$ cat src/rtl/l2k_ram_arb.sv
// l2k_ram_arb
//   Round-robin arbiter that merges NUM_CORES scheduler RAM ports onto one
//   external RAM bus. Only one transaction is in flight at a time. A watchdog
//   completes a hung RAM cycle with an error after TIMEOUT_CYCLES BUSY cycles
//   (TIMEOUT_CYCLES = 0 disables it). Every output is registered.
//
// Ports
//   clk          in   clock, all state on the rising edge
//   rst          in   asynchronous active-low reset
//   cli_addr     in   client i address at [32*i +: 32]
//   cli_wdata    in   client i write data at [32*i +: 32]
//   cli_we       in   client i write enable (1 = write)
//   cli_ce       in   client i request, held until its cli_rdy
//   cli_rdata    out  shared read data, valid with any cli_rdy bit
//   cli_rdy      out  one-cycle completion pulse to the granted client
//   cli_err      out  with cli_rdy: transaction ended by the watchdog
//   grant        out  one-hot current owner, 0 when idle
//   ram_addr     out  RAM address
//   ram_data_out out  RAM write data
//   ram_data_in  in   RAM read data, sampled when ram_rdy = 1
//   ram_rdy      in   RAM completion, only looked at while a command is active
//   ram_we       out  RAM write enable
//   ram_ce       out  RAM command active
module l2k_ram_arb #(
  parameter int NUM_CORES      = 4,
  parameter int TIMEOUT_CYCLES = 1024
) (
  input  logic                     clk,
  input  logic                     rst,
  input  logic [NUM_CORES*32-1:0]  cli_addr,
  input  logic [NUM_CORES*32-1:0]  cli_wdata,
  input  logic [NUM_CORES-1:0]     cli_we,
  input  logic [NUM_CORES-1:0]     cli_ce,
  output logic [31:0]              cli_rdata,
  output logic [NUM_CORES-1:0]     cli_rdy,
  output logic                     cli_err,
  output logic [NUM_CORES-1:0]     grant,
  output logic [31:0]              ram_addr,
  output logic [31:0]              ram_data_out,
  input  logic [31:0]              ram_data_in,
  input  logic                     ram_rdy,
  output logic                     ram_we,
  output logic                     ram_ce
);

  localparam int PTR_W = (NUM_CORES > 1) ? $clog2(NUM_CORES) : 1;
  localparam int WD_W  = (TIMEOUT_CYCLES > 0) ? $clog2(TIMEOUT_CYCLES + 1) : 1;
  // Watchdog value seen on the last BUSY cycle allowed before the timeout fires.
  localparam logic [WD_W-1:0] WD_LAST = (TIMEOUT_CYCLES > 0) ? WD_W'(TIMEOUT_CYCLES - 1) : '0;
  localparam logic [WD_W-1:0] WD_MAX  = '1;

  typedef enum logic [1:0] {
    ST_IDLE = 2'd0,
    ST_BUSY = 2'd1,
    ST_DONE = 2'd2
  } state_t;

  state_t                state_r;
  state_t                state_s;
  logic [PTR_W-1:0]      ptr_r;
  logic [PTR_W-1:0]      ptr_s;
  logic [WD_W-1:0]       wdog_r;
  logic [WD_W-1:0]       wdog_s;

  logic                  req_found_s;
  logic [PTR_W-1:0]      win_idx_s;
  logic [PTR_W-1:0]      scan_idx_s;
  logic [PTR_W-1:0]      next_ptr_s;
  logic [NUM_CORES-1:0]  win_onehot_s;
  logic                  wd_hit_s;

  logic [31:0]           cli_rdata_s;
  logic [NUM_CORES-1:0]  cli_rdy_s;
  logic                  cli_err_s;
  logic [NUM_CORES-1:0]  grant_s;
  logic [31:0]           ram_addr_s;
  logic [31:0]           ram_data_out_s;
  logic                  ram_we_s;
  logic                  ram_ce_s;

  // Round-robin pick: first requester scanning ptr, ptr+1, ... modulo NUM_CORES.
  always_comb begin
    req_found_s = 1'b0;
    win_idx_s   = '0;
    scan_idx_s  = '0;
    for (int k = 0; k < NUM_CORES; k++) begin
      scan_idx_s  = PTR_W'((int'(ptr_r) + k) % NUM_CORES);
      win_idx_s   = (cli_ce[scan_idx_s] && !req_found_s) ? scan_idx_s : win_idx_s;
      req_found_s = req_found_s | cli_ce[scan_idx_s];
    end
  end

  // Winner decode, pointer advance past the winner, and watchdog expiry.
  always_comb begin
    win_onehot_s = '0;
    for (int i = 0; i < NUM_CORES; i++) begin
      win_onehot_s[i] = (PTR_W'(i) == win_idx_s);
    end
    next_ptr_s = PTR_W'((int'(win_idx_s) + 1) % NUM_CORES);
    wd_hit_s   = (TIMEOUT_CYCLES > 0) && (wdog_r == WD_LAST);
  end

  // Next-state and next-output logic; every register holds unless told otherwise.
  always_comb begin
    state_s        = state_r;
    ptr_s          = ptr_r;
    wdog_s         = wdog_r;
    cli_rdata_s    = cli_rdata;
    cli_rdy_s      = cli_rdy;
    cli_err_s      = cli_err;
    grant_s        = grant;
    ram_addr_s     = ram_addr;
    ram_data_out_s = ram_data_out;
    ram_we_s       = ram_we;
    ram_ce_s       = ram_ce;
    case (state_r)
      ST_IDLE: begin
        if (req_found_s) begin
          ram_addr_s     = cli_addr[{win_idx_s, 5'd0} +: 32];
          ram_data_out_s = cli_wdata[{win_idx_s, 5'd0} +: 32];
          ram_we_s       = cli_we[win_idx_s];
          ram_ce_s       = 1'b1;
          grant_s        = win_onehot_s;
          ptr_s          = next_ptr_s;
          wdog_s         = '0;
          state_s        = ST_BUSY;
        end else begin
          grant_s   = '0;
          cli_rdy_s = '0;
          cli_err_s = 1'b0;
          ram_we_s  = 1'b0;
          ram_ce_s  = 1'b0;
          state_s   = ST_IDLE;
        end
      end
      ST_BUSY: begin
        // Saturating count: a disabled or very long watchdog must never wrap.
        wdog_s = (wdog_r == WD_MAX) ? wdog_r : wdog_r + WD_W'(1);
        // ram_rdy wins over a watchdog expiry in the same cycle.
        if (ram_rdy) begin
          cli_rdata_s = ram_data_in;
          cli_rdy_s   = grant;
          cli_err_s   = 1'b0;
          ram_ce_s    = 1'b0;
          ram_we_s    = 1'b0;
          state_s     = ST_DONE;
        end else if (wd_hit_s) begin
          cli_rdata_s = 32'hFFFF_FFFF;
          cli_rdy_s   = grant;
          cli_err_s   = 1'b1;
          ram_ce_s    = 1'b0;
          ram_we_s    = 1'b0;
          state_s     = ST_DONE;
        end else begin
          state_s = ST_BUSY;
        end
      end
      ST_DONE: begin
        cli_rdy_s = '0;
        cli_err_s = 1'b0;
        grant_s   = '0;
        state_s   = ST_IDLE;
      end
      default: begin
        cli_rdy_s = '0;
        cli_err_s = 1'b0;
        grant_s   = '0;
        ram_ce_s  = 1'b0;
        ram_we_s  = 1'b0;
        state_s   = ST_IDLE;
      end
    endcase
  end

  // State and output registers; reset clears everything, including ram_ce mid-cycle.
  always_ff @(posedge clk or negedge rst) begin
    if (!rst) begin
      state_r      <= ST_IDLE;
      ptr_r        <= '0;
      wdog_r       <= '0;
      cli_rdata    <= 32'h0000_0000;
      cli_rdy      <= '0;
      cli_err      <= 1'b0;
      grant        <= '0;
      ram_addr     <= 32'h0000_0000;
      ram_data_out <= 32'h0000_0000;
      ram_we       <= 1'b0;
      ram_ce       <= 1'b0;
    end else begin
      state_r      <= state_s;
      ptr_r        <= ptr_s;
      wdog_r       <= wdog_s;
      cli_rdata    <= cli_rdata_s;
      cli_rdy      <= cli_rdy_s;
      cli_err      <= cli_err_s;
      grant        <= grant_s;
      ram_addr     <= ram_addr_s;
      ram_data_out <= ram_data_out_s;
      ram_we       <= ram_we_s;
      ram_ce       <= ram_ce_s;
    end
  end

endmodule

$ cat config.mk
export PLATFORM = sky130hd
export DESIGN_NAME = l2k_ram_arb
export DESIGN_NICKNAME = d
export VERILOG_FILES = /design/src/rtl/l2k_ram_arb.sv
export SDC_FILE = /design/constraint.sdc
export NUM_CORES = 1
export LEC_CHECK = 0
export CORE_AREA = 2 2 157 159
export CTS_CLUSTER_DIAMETER = 60
export DETAILED_ROUTE_END_ITERATION = 6
export DIE_AREA = 0 0 159 161
export PLACE_DENSITY = 0.67
export SLEW_MARGIN = 20
export SYNTH_ARGS = -nofsm -noshare
export SYNTH_HDL_FRONTEND = slang
export SYNTH_SLANG_ARGS = --single-unit
$ cat constraint.sdc
create_clock -name clk -period 5.1 [get_ports clk]
set_input_delay 0.51 -clock clk [delete_from_list [all_inputs] [get_ports clk]]
set_output_delay 0.51 -clock clk [all_outputs]
set_load 0.02 [all_outputs]
==> results of run 1 <==
## through the flow
step	setup WS, ps	cells	power, mW
after global placement	1682	1456	5.054
after detailed placement	1652	1456	5.066
final	2112	1489	6.243
after CTS	2094	1488	6.324
after global routing	1880	1488	6.639
after floorplan	3261	778	3.667
## kinds of logic after synthesis
kind of cell | count (synthesis) | synth area share
AO/OA/AOI/OAI | 254 | 0.2775
XOR/XNOR | 7 | 0.009022
adder cells (fa/ha/maj) | 5 | 0.009206
buffers and inverters | 68 | 0.05929
flip-flops | 122 | 0.4493
multiplexers | 4 | 0.005892
AND/OR/NAND/NOR | 318 | 0.1898
## path summary, 6_finish.rpt
check / from / end / slack [ps] / cells after the start
hold reg to reg: ram_addr[9]$_DFFE_PN0P_ / ram_addr[9]$_DFFE_PN0P_ / 490 / 1
hold / removal: rst / ptr_r[0]$_DFFE_PN0P_ / 120 / 1
setup / recovery: cli_ce[1] / ram_data_out[7]$_DFFE_PN0P_ / 2110 / 8
setup reg to reg: ptr_r[1]$_DFFE_PN0P_ / ram_data_out[7]$_DFFE_PN0P_ / 2280 / 7
max in group asynchronous: rst / wdog_r[2]$_DFFE_PN0P_ / 3750 / 2
min in group clk: ram_addr[9]$_DFFE_PN0P_ / ram_addr[9]$_DFFE_PN0P_ / 490 / 1
## flip-flops by register name, indices dropped and copies added, names as in the netlist
name and count:
cli_err 1, ram_we 1, wdog_r 11, cli_rdy 4, cli_rdata 32, ram_ce 1, state_r 2, ptr_r 2
ram_data_out 32, ram_addr 32, grant 4
## per-layer routing
metal / up-vias / part of all wire / routed length, µm
met5: - / 0 / 0
met3: 27 / 0.076 / 2034
met4: 0 / 0.018 / 473
li1: 3438 / - / -
met1: 3342 / 0.42 / 11190
met2: 290 / 0.49 / 13040
## worst max-delay path, stage by stage
cell and delay, ps:
clkdlybuf4s50_1 570, a21boi_1 220, o221a_4 230, buf_4 530, buf_4 680, nand2_1 130, a21oi_1 240, a211o_1 130
## report_power, final
part           leakage (nW)  internal (mW)  switching, mW
Sequential             1.50           1.40          0.269
Clock                 0.277          0.690          0.519
Combinational          3.23           1.51           1.86
Total                  5.01           3.60           2.65
## area by class of cell
| cell class | count | area, µm² |
|---|---|---|
| well taps | 324 | 405.4 |
| clock buffers | 17 | 425.4 |
| fillers | 2295 | 12420 |
| repair buffers | 414 | 4123 |
| inverters | 8 | 32.53 |
| clock inverters | 15 | 152.6 |
| diodes | 1 | 2.502 |
| flip-flops and latches | 122 | 3053 |
| multi-input cells | 588 | 3349 |
## cells in the final DEF, fill, tap and decap left out, types with 2 or more instances in the layout
cell type / netlist / final
a211oi_1: 5 / 5
o22a_1: 32 / 32
ha_1: 5 / 5
inv_1: 7 / 7
o21ai_0: 7 / 7
inv_8: 0 / 3
a21oi_1: 83 / 83
clkdlybuf4s50_1: 0 / 404
dfrtp_1: 122 / 122
clkbuf_16: 0 / 17
o22ai_1: 2 / 2
nor2_1: 7 / 7
xnor2_1: 7 / 7
nor2b_1: 3 / 3
buf_4: 8 / 9
nor4_4: 2 / 2
nand2_1: 287 / 286
nand3_1: 6 / 5
clkinvlp_4: 0 / 3
a211o_1: 64 / 64
a21oi_2: 49 / 49
mux2i_1: 4 / 4
nand2b_1: 2 / 2
inv_6: 0 / 6
and3_1: 2 / 2
==> metrics.md, run 1 <==
| Metric | Value |
|---|---|
| Status | complete, no violations |
| Cell with the most instances after synthesis | nand2_1 |
| Remaining global-route overflow | 0 |
| Min Hold Slack | about 120 ps |
| Per-cell routed wire length | 17.96 µm |
| Vertical extent of the die | between 150 and 200 µm |
| Met3 track demand over resource in global routing | 0.06805 |
| Top Usage Layer GRT | met2 |
| Top cells by area, synth | dfrtp_1, nand2_1, a211o_1 |
| Global-route wire length before repair | 41,560 µm |
| Register bit total from synthesis | between 100 and 150 |
| Max-capacitance violation count | 0 |
| Maximum fanout encountered on the critical timing path | 69 |
| Die outline width | around 160 µm |
| CTS clock-pin slew for the worst setup and hold paths | roughly 70 ps |
| Measured slew at the worst slew-check pin | around 930 ps |
| Die outline area | approximately 26,000 µm² |
| Sequential share of the synthesized area | 0.4493 |
| Setup repair after global routing missed its margin | false |
| Worst setup skew after layout | ~15 ps |
| Clock tree from TritonCTS | done |
| Max-slew violation count | 0 |
| Vias post-DR | 7,097 |
| GPL Wtd Cong | around 0.86 |
| ANT nets after route | 0 |
| Post-CTS setup buffer count | 0 |
| GRT Resource Usage Total | 0.2059 |
| First-pass DRT Iterations | 4 |
| Finish-stage setup viols | 0 |
| Initial DRC Count | 549 |
| Capturing element type of the critical path | register |
| Count of port buffers added during placement | just over 400 |
| Placed instance area | around 11,000 µm² |
| Leakage power summed over all cells | approximately 5.0 nW |
| Leading area contributor after synthesis | dfrtp_1 |
| Per-instance average area after synthesis | around 8.7 µm² |
| Ratio of cells with drive above 1 in the final layout | 0.08935 |
| Vias in the first global route | around 7.2k |
| Total Wirelength | between 20,000 and 30,000 µm |
| Number of instances in the synthesized netlist | around 780 |
| Share of flip-flops with an asynchronous set or reset after synthesis | 1.000 |
| Maximum clock insertion buffer count | 2 |
| IO Count | ~410 |
| Met1 global-route usage | 0.2543 |
| Final min period | approximately 3000 ps |
| Clock insertion delay at the later pin of the skew report | 420 ps |
| H-tree depth | 4 |
| Fraction of the core area covered by cells at the end of the flow | 0.4817 |
| Antenna violations before repair | 0 |
| Fraction of the cycle the final worst path needs | 0.5859 |
| Number of cell rows | 57 |
| Synth Flop Type | dfrtp_1 |
| Worst EP arrival | about 3300 ps |
| Post-synth design cell area | 6795 µm² |
| Final-layout setup total negative slack | 0 ps |
| Power per standard cell area | around 540 nW/µm² |
| Remaining DRCs | 0 |
| TritonCTS buffer count | 17 |
| Setup crit start kind | primary input |
| Synth top area share | 0.4493 |
| Net count after synthesis | 1,082 |
| Number of vias per cell | between 4 and 5 |
| EDFF count, synth | 0 |
| Clock Sinks | about 120 |
| Final hold viol count | 0 |
| Met2 Use GR | 0.3474 |
| Worst setup path category | primary input to register |
| CORE AREA | around 24,000 µm² |
| Initial core utilization | 0.2836 |
| PostCTS Resize Cnt | 0 |
| Maximum number of pins on one net before global-route repair | between 70 and 80 |
| Number of warning messages in the yosys log | 0 |
| Clock Tree Root | clkbuf_16 |
| Data required time of the critical path | around 5500 ps |
| Library cells used by synthesis | between 40 and 50 |
| Hold Crit Class | primary input to asynchronous set/reset pin |
| Finished Cell Area | approximately 12,000 µm² |
| Normalized max-slew margin | 0.3800 |
| Area overhead of the layout relative to synthesis | 69.88% |
| Most frequent cells after synthesis | nand2_1, dfrtp_1, a21oi_1 |
| Hold_buf cts | 0 |
| Top achievable clock speed | 0.3346 GHz |
| HPWL after detailed placement | between 15,000 and 20,000 µm |
| Worst VDD drop | approximately 0.32 mV |
| Count of nets after finishing | about 1.5k |
Note: power is estimated with default switching activity, not from simulation.
==> run 2: changes to the inputs <==
--- a/config.mk
+++ b/config.mk
@@ -5,11 +5,11 @@
 export SDC_FILE = /design/constraint.sdc
 export NUM_CORES = 1
 export LEC_CHECK = 0
-export CORE_AREA = 2 2 157 159
+export CORE_AREA = 2 2 156 158
 export CTS_CLUSTER_DIAMETER = 60
 export DETAILED_ROUTE_END_ITERATION = 6
-export DIE_AREA = 0 0 159 161
-export PLACE_DENSITY = 0.67
+export DIE_AREA = 0 0 158 160
+export PLACE_DENSITY = 0.7
 export SLEW_MARGIN = 20
 export SYNTH_ARGS = -nofsm -noshare
 export SYNTH_HDL_FRONTEND = slang
==> constraint.sdc (replaced) <==
create_clock -name clk -period 2.5 [get_ports clk]
set_input_delay 0.25 -clock clk [delete_from_list [all_inputs] [get_ports clk]]
set_output_delay 0.25 -clock clk [all_outputs]
set_load 0.02 [all_outputs]
==> run 2 against run 1 <==
  * Hold slack gained 290 ps
  * Clock power is 120% higher
  * Clock skew is 5.2 ps lower
  * Total power is 110% higher
  * Sequential power increased by 100%
  * Critical path type is now register to register
  * Largest cell class unchanged
==> metrics.md, run 2 (synthesized netlist as in run 1, its figures left out) <==
| Metric | Value |
|---|---|
| Initial DRC Count | 466 (-15%) |
| Reg2Reg Setup Slack | 540 ps (-1740 ps) |
| Number of antenna cells inserted | 0 (-1) |
| Count of nets after finishing | 1,465 (+0.69%) |
| PostCTS Resize Cnt | 0 (unchanged) |
| Number of cell rows | 57 (unchanged) |
| Maximum number of pins on one net before global-route repair | 79 (+1.3%) |
| Setup crit start kind | register |
| Sequential Area | 3053 µm² (unchanged) |
| Finish-stage setup viols | 0 (unchanged) |
| Max-slew violation count | 0 (unchanged) |
| Clock Sinks | 122 (unchanged) |
| Normalized max-slew margin | 0.5790 (+0.1990) |
| Maximum fanout encountered on the critical timing path | 52 (-25%) |
| Fraction of the cycle the final worst path needs | 0.7825 |
| Area of the multi-input gates | 3346 µm² (-0.11%) |
| Antenna violations before repair | 0 (unchanged) |
| TritonCTS buffer count | 17 (unchanged) |
| Power per standard cell area | 1117 nW/µm² (+110%) |
| Vertical extent of the die | 160 µm (-0.62%) |
| Max-capacitance violation count | 0 (unchanged) |
| Status | complete, no violations |
| Vias in the first global route | 7,141 (-1.3%) |
| Area overhead of the layout relative to synthesis | 73.15% |
| Per-cell routed wire length | 17.44 µm (-2.9%) |
| HPWL after detailed placement | 18,690 µm (-1.3%) |
| Slowest CP cell | buf_4 |
| Most frequent cells in the layout | clkdlybuf4s50_1, nand2_1, dfrtp_1 |
| ANT nets after route | 0 (unchanged) |
| First-pass DRT Iterations | 5 (+1) |
| Initial core utilization | 0.2853 (+0.001698) |
| Critical Path, Cell by Cell | mux2i_1, o221a_4, buf_4, ha_1, nand2_1, nand2_1 |
| Most frequent standard cell in the layout excluding fill and tap cells | clkdlybuf4s50_1 |
| Depth of the worst register-to-register path | 6 (-1) |
| Remaining global-route overflow | 0 (unchanged) |
| Count of port buffers added during placement | 405 (unchanged) |
| Data required time of the critical path | 2800 ps (-2650 ps) |
| Global-route wire length before repair | 39,610 µm (-4.7%) |
| Clock Tree Root | clkbuf_16 |
| GPL Wtd Cong | 0.8381 (-3.0%) |
| Worst setup path category | register to register |
| Die outline width | 158 µm (-0.63%) |
| CTS clock-pin slew for the worst setup and hold paths | 60 ps (about the same) |
| Fraction of the core area covered by cells at the end of the flow | 0.4940 (+0.01223) |
| Vias post-DR | 7,164 (+0.94%) |
| Clock insertion delay at the later pin of the skew report | 410 ps (about the same) |
| Beginning of the worst register-to-register path | ptr_r[1]$_DFFE_PN0P_ |
| CP dominant cell by count | nand2_1 |
| Final-layout setup total negative slack | 0 ps (unchanged) |
| Worst VDD drop | 0.6091 mV (+91%) |
| Final min period | ~2000 ps |
| Final hold viol count | 0 (unchanged) |
| Top achievable clock speed | around 0.51 GHz |
| Worst setup skew after layout | 10.06 ps (-5.187 ps) |
| Number of vias per cell | 4.782 (+0.34%) |
| Delay of the slowest critical-path stage | 470 ps (-210 ps) |
| GRT Resource Usage Total | 0.2001 (-0.005827) |
| Capture instance of the worst register-to-register path | ptr_r[1]$_DFFE_PN0P_ |
| Worst EP arrival | 2250 ps (-1090 ps) |
| Capturing element type of the critical path | register |
| # fillers | 2,287 (-0.35%) |
| Total Wirelength | 26,120 µm (-2.3%) |
| Die outline area | 25,280 µm² (-1.2%) |
| CORE AREA | 23,820 µm² (-0.60%) |
| Hold Crit Class | primary input to asynchronous set/reset pin |
| Setup repair after global routing missed its margin | false |
| Remaining DRCs | 0 (unchanged) |
| Clock tree from TritonCTS | done |
| IO Count | 406 (unchanged) |
| Measured slew at the worst slew-check pin | 631.5 ps (-298.5 ps) |
| Maximum clock insertion buffer count | 2 (unchanged) |
| Ratio of cells with drive above 1 in the final layout | 0.09455 (+0.005201) |
| H-tree depth | 4 (unchanged) |
| Largest registers | cli_rdata (32), ram_addr (32), ram_data_out (32) |
| Leakage power summed over all cells | 5.126 nW (+2.3%) |
==> run 2: layout make-up <==
cell class,count,share of cell area
Clock inverter,14,0.01542
Tap cell,324,0.03445
Sequential cell,122,0.2595
Clock buffer,18,0.03732
Timing Repair Buffer,424,0.3662
Inverter,8,0.002765
Multi-Input combinational cell,588,0.2843
==> run 2: metal layers <==
metal  vias up  global-route usage  routed length, µm
met2       288              0.3354              12560
met5         -                   0                  0
li1       3458                   -                  -
met1      3381              0.2478              10960
met4         0             0.05569                513
met3        37             0.06187               2093
==> run 2: worst max-delay path: cells and delay by family (launching register included) <==
family | cells | cell delay [ps]
buffers and inverters | 1 | 470
adder cells (fa/ha/maj) | 1 | 330
flip-flops | 1 | 440
AO/OA/AOI/OAI | 1 | 260
AND/OR/NAND/NOR | 2 | 100
multiplexers | 1 | 240
==> run 2: what timing repair did <==
action / 4_1_cts / 5_1_grt
hold buffers: 1 / 0
buffers inserted: 0 / 0
setup endpoints to repair: 0 / 0
hold endpoints to repair: 45 / 0
==> run 2: power by group <==
part	internal [mW]	total, mW	switching [mW]
clock	1.62	2.63	1.00
combinational	3.27	7.15	3.88
sequential	2.85	3.36	0.511
total	7.75	13.1	5.39
==> run 2: per-stage QoR <==
stage	setup WS [ps]	total power [mW]	instance area, µm²	instances	hold WS [ps]
after floorplan	767.9	7.481	6795	778	-45.59
after global placement	188.0	10.49	11140	1465	311.2
after detailed placement	158.8	10.55	11140	1465	312.8
after CTS	512.2	13.28	11770	1498	397.8
after global routing	437.6	13.92	11770	1498	397.2
final	543.8	13.14	11770	1498	407.5
==> run 2: worst max path at each step <==
stage	from	endpoint	slack [ps]	cells after the start
2_1_floorplan	wdog_r[0]$_DFFE_PN0P_	wdog_r[8]$_DFFE_PN0P_	770	6
3_3_place_gp	cli_ce[1]	ptr_r[1]$_DFFE_PN0P_	190	7
3_5_place_dp	cli_ce[1]	ptr_r[1]$_DFFE_PN0P_	160	7
4_1_cts	ptr_r[1]$_DFFE_PN0P_	ptr_r[1]$_DFFE_PN0P_	510	6
5_1_grt	wdog_r[0]$_DFFE_PN0P_	cli_rdata[23]$_DFFE_PN0P_	440	6
6_report	ptr_r[1]$_DFFE_PN0P_	ptr_r[1]$_DFFE_PN0P_	540	6
==> run 3: changes to the inputs <==
==> constraint.sdc (replaced) <==
create_clock -name clk -period 1.7 [get_ports clk]
set_input_delay 0.17 -clock clk [delete_from_list [all_inputs] [get_ports clk]]
set_output_delay 0.17 -clock clk [all_outputs]
set_load 0.02 [all_outputs]
==> run 3 against run 2 <==
  * Utilization is 3.0 points higher
  * Critical path depth is 1 higher
  * Non-clock buffer count is 50 higher
  * Clock skew up 5.5 ps
  * Hold slack lost 320 ps
  * Clock power increased by 40%
  * Combinational power is 65% higher
  * Setup slack lost 750 ps
  * Final cell count up 3.3%
  * Final area increased by 6.0%
  * Register-to-register slack got worse by 750 ps
  * The flow now finishes with violations (negative setup slack)
  * Critical endpoint is now ram_data_out[4]$_DFFE_PN0P_
==> metrics.md, run 3 (synthesized netlist as in run 1, its figures left out) <==
| Metric | Value |
|---|---|
| Measured slew at the worst slew-check pin | 407.4 ps (-224.1 ps) |
| Capturing element type of the critical path | register |
| Antenna violations before repair | 0 (unchanged) |
| Final setup margin | -205.4 ps (-749.2 ps) |
| Worst setup path category | register to register |
| Per-cell routed wire length | 18.34 µm (+5.2%) |
| Global-route wire length before repair | 41,280 µm (+4.2%) |
| Clock insertion delay at the later pin of the skew report | 420 ps (about the same) |
| Minimum setup slack after placement | -547.3 ps (-706.1 ps) |
| Number of cell rows | 57 (unchanged) |
| Status | finished with violations |
| Remaining DRCs | 0 (unchanged) |
| Ratio of cells with drive above 1 in the final layout | 0.1495 (+0.05496) |
| Vias post-DR | 7,465 (+4.2%) |
| Final hold viol count | 0 (unchanged) |
| CORE AREA | 23,820 µm² (unchanged) |
| Final min period | 1905 ps (-50.85 ps) |
| Most frequent cells in the layout | clkdlybuf4s50_1, nand2_1, dfrtp_1 |
| Maximum number of pins on one net before global-route repair | 62 (-22%) |
| Count of nets after finishing | 1,515 (+3.4%) |
| Leakage power summed over all cells | 5.490 nW (+7.1%) |
| Clock Tree Root | clkbuf_16 |
| Finish-stage setup viols | 68 (+68) |
| IO Count | 406 (unchanged) |
| Normalized max-slew margin | 0.7284 (+0.1494) |
| GPL Wtd Cong | 0.9000 (+7.4%) |
| Placed instance area | 11,440 µm² (+2.8%) |
| Clock Sinks | 122 (unchanged) |
| First-pass DRT Iterations | 5 (unchanged) |
| Die outline area | 25,280 µm² (unchanged) |
| Remaining global-route overflow | 0 (unchanged) |
| Post-route total power | 20.43 mW (+55%) |
| Max-slew violation count | 0 (unchanged) |
| Final-layout setup total negative slack | -11,470 ps (-11,470 ps) |
| Finished Cell Area | 12,470 µm² (+6.0%) |
| Initial core utilization | 0.2853 (unchanged) |
| Failing checks | negative setup slack |
| Vertical extent of the die | 160 µm (unchanged) |
| Setup repair after global routing missed its margin | true |
| Max-capacitance violation count | 0 (unchanged) |
| Initial DRC Count | 408 (-12%) |
| Worst setup skew after layout | 15.55 ps (+5.488 ps) |
| H-tree depth | 4 (unchanged) |
| Total Wirelength | 28,400 µm (+8.7%) |
| Worst VDD drop | 0.9139 mV (+50%) |
| Top achievable clock speed | 0.5248 GHz (+2.7%) |
| Largest registers | cli_rdata (32), ram_addr (32), ram_data_out (32) |
| Area overhead of the layout relative to synthesis | 83.54% |
| Fraction of the cycle the final worst path needs | 1.121 (+0.3383) |
| CTS clock-pin slew for the worst setup and hold paths | 60 ps (about the same) |
| HPWL after detailed placement | 19,520 µm (+4.5%) |
| Die outline width | 158 µm (unchanged) |
| GRT Resource Usage Total | 0.2098 (+0.009754) |
| Maximum fanout encountered on the critical timing path | 26 (-50%) |
| Vias in the first global route | 7,582 (+6.2%) |
| TritonCTS buffer count | 17 (unchanged) |
| Number of vias per cell | 4.822 (+0.84%) |
| Maximum clock insertion buffer count | 2 (unchanged) |
| Min Hold Slack | 90.56 ps (-316.9 ps) |
| Number of antenna cells inserted | 0 (unchanged) |
| Count of port buffers added during placement | 405 (unchanged) |
| Setup crit start kind | register |
| Power per standard cell area | 1638 nW/µm² (+47%) |
| Worst EP arrival | 2200 ps (-50 ps) |
| Most frequent standard cell in the layout excluding fill and tap cells | clkdlybuf4s50_1 |
| Hold Crit Class | primary input to asynchronous set/reset pin |
| Data required time of the critical path | 1990 ps (-810 ps) |
| Clock tree from TritonCTS | done |
| ANT nets after route | 0 (unchanged) |
run 3: cell types whose count changed in the layout (fill, tap and decap cells not counted), moves of 3 or more:
cell and delta:
a211oi_1 -3, nand2_2 +8, nand2_1 -8, buf_6 +9, buf_4 +32, dlymetal6s2s_1 +3
clkdlybuf4s50_1 -4, buf_16 +3
run 3: metrics by stage:
| stage | util | cells |
|---|---|---|
| floorplan | - | 778 |
| global placement | 0.4804 | 1499 |
| detailed placement | 0.4804 | 1499 |
| CTS | 0.5139 | 1541 |
| global route | 0.5236 | 1548 |
| finish | 0.5236 | 1548 |
run 3: final timing paths:
check	startpoint	to	slack (ps)	depth (start not counted)
worst max-delay path	ptr_r[1]$_DFFE_PN0P_	ram_data_out[4]$_DFFE_PN0P_	-210	7
worst min-delay path	rst	cli_rdata[29]$_DFFE_PN0P_	90	2
worst max register to register	ptr_r[1]$_DFFE_PN0P_	ram_data_out[4]$_DFFE_PN0P_	-210	7
worst min register to register	cli_rdy[0]$_DFFE_PN0P_	cli_rdy[0]$_DFFE_PN0P_	480	2
max in group asynchronous	rst	ram_data_out[5]$_DFFE_PN0P_	1050	3
min in group clk	ram_data_in[28]	cli_rdata[28]$_DFFE_PN0P_	330	2
run 3: layout make-up:
cell class / instances / area (µm²)
clock buffer: 20 / 466.7
multi-input combinational: 588 / 3487
clock inverter: 12 / 127.6
fill: 2208 / 11350
inverter: 8 / 37.54
tap: 324 / 405.4
sequential: 122 / 3053
timing repair buffer: 474 / 4895
run 3: routing by layer:
metal,share of wire,track usage,vias to the layer above
met1,0.41,0.2555,3567
met4,0.028,0.07043,0
li1,-,-,3560
met2,0.48,0.3547,295
met5,0,0,-
met3,0.074,0.05970,43
run 3: power breakdown:
group / leakage, nW / switching (mW) / internal [mW]
combinational: 3.70 / 6.14 / 5.69
sequential: 1.50 / 0.735 / 4.20
clock: 0.291 / 1.50 / 2.17
run 3: timing repair:
item	CTS	global route
resized for setup	18	32
endpoints found under the setup margin	69	114
pin swaps	3	14
hold buffers	1	0
endpoints found under the hold margin	122	0
buffers inserted	6	5
cloned	3	3
run 3: worst max-delay path: stages, from the launching register on:
cell and delay [ps]:
dfrtp_1 430, or3b_1 420, o221a_4 170, buf_6 160
buf_16 160, nand2_1 90, a21oi_1 70, a211o_1 270
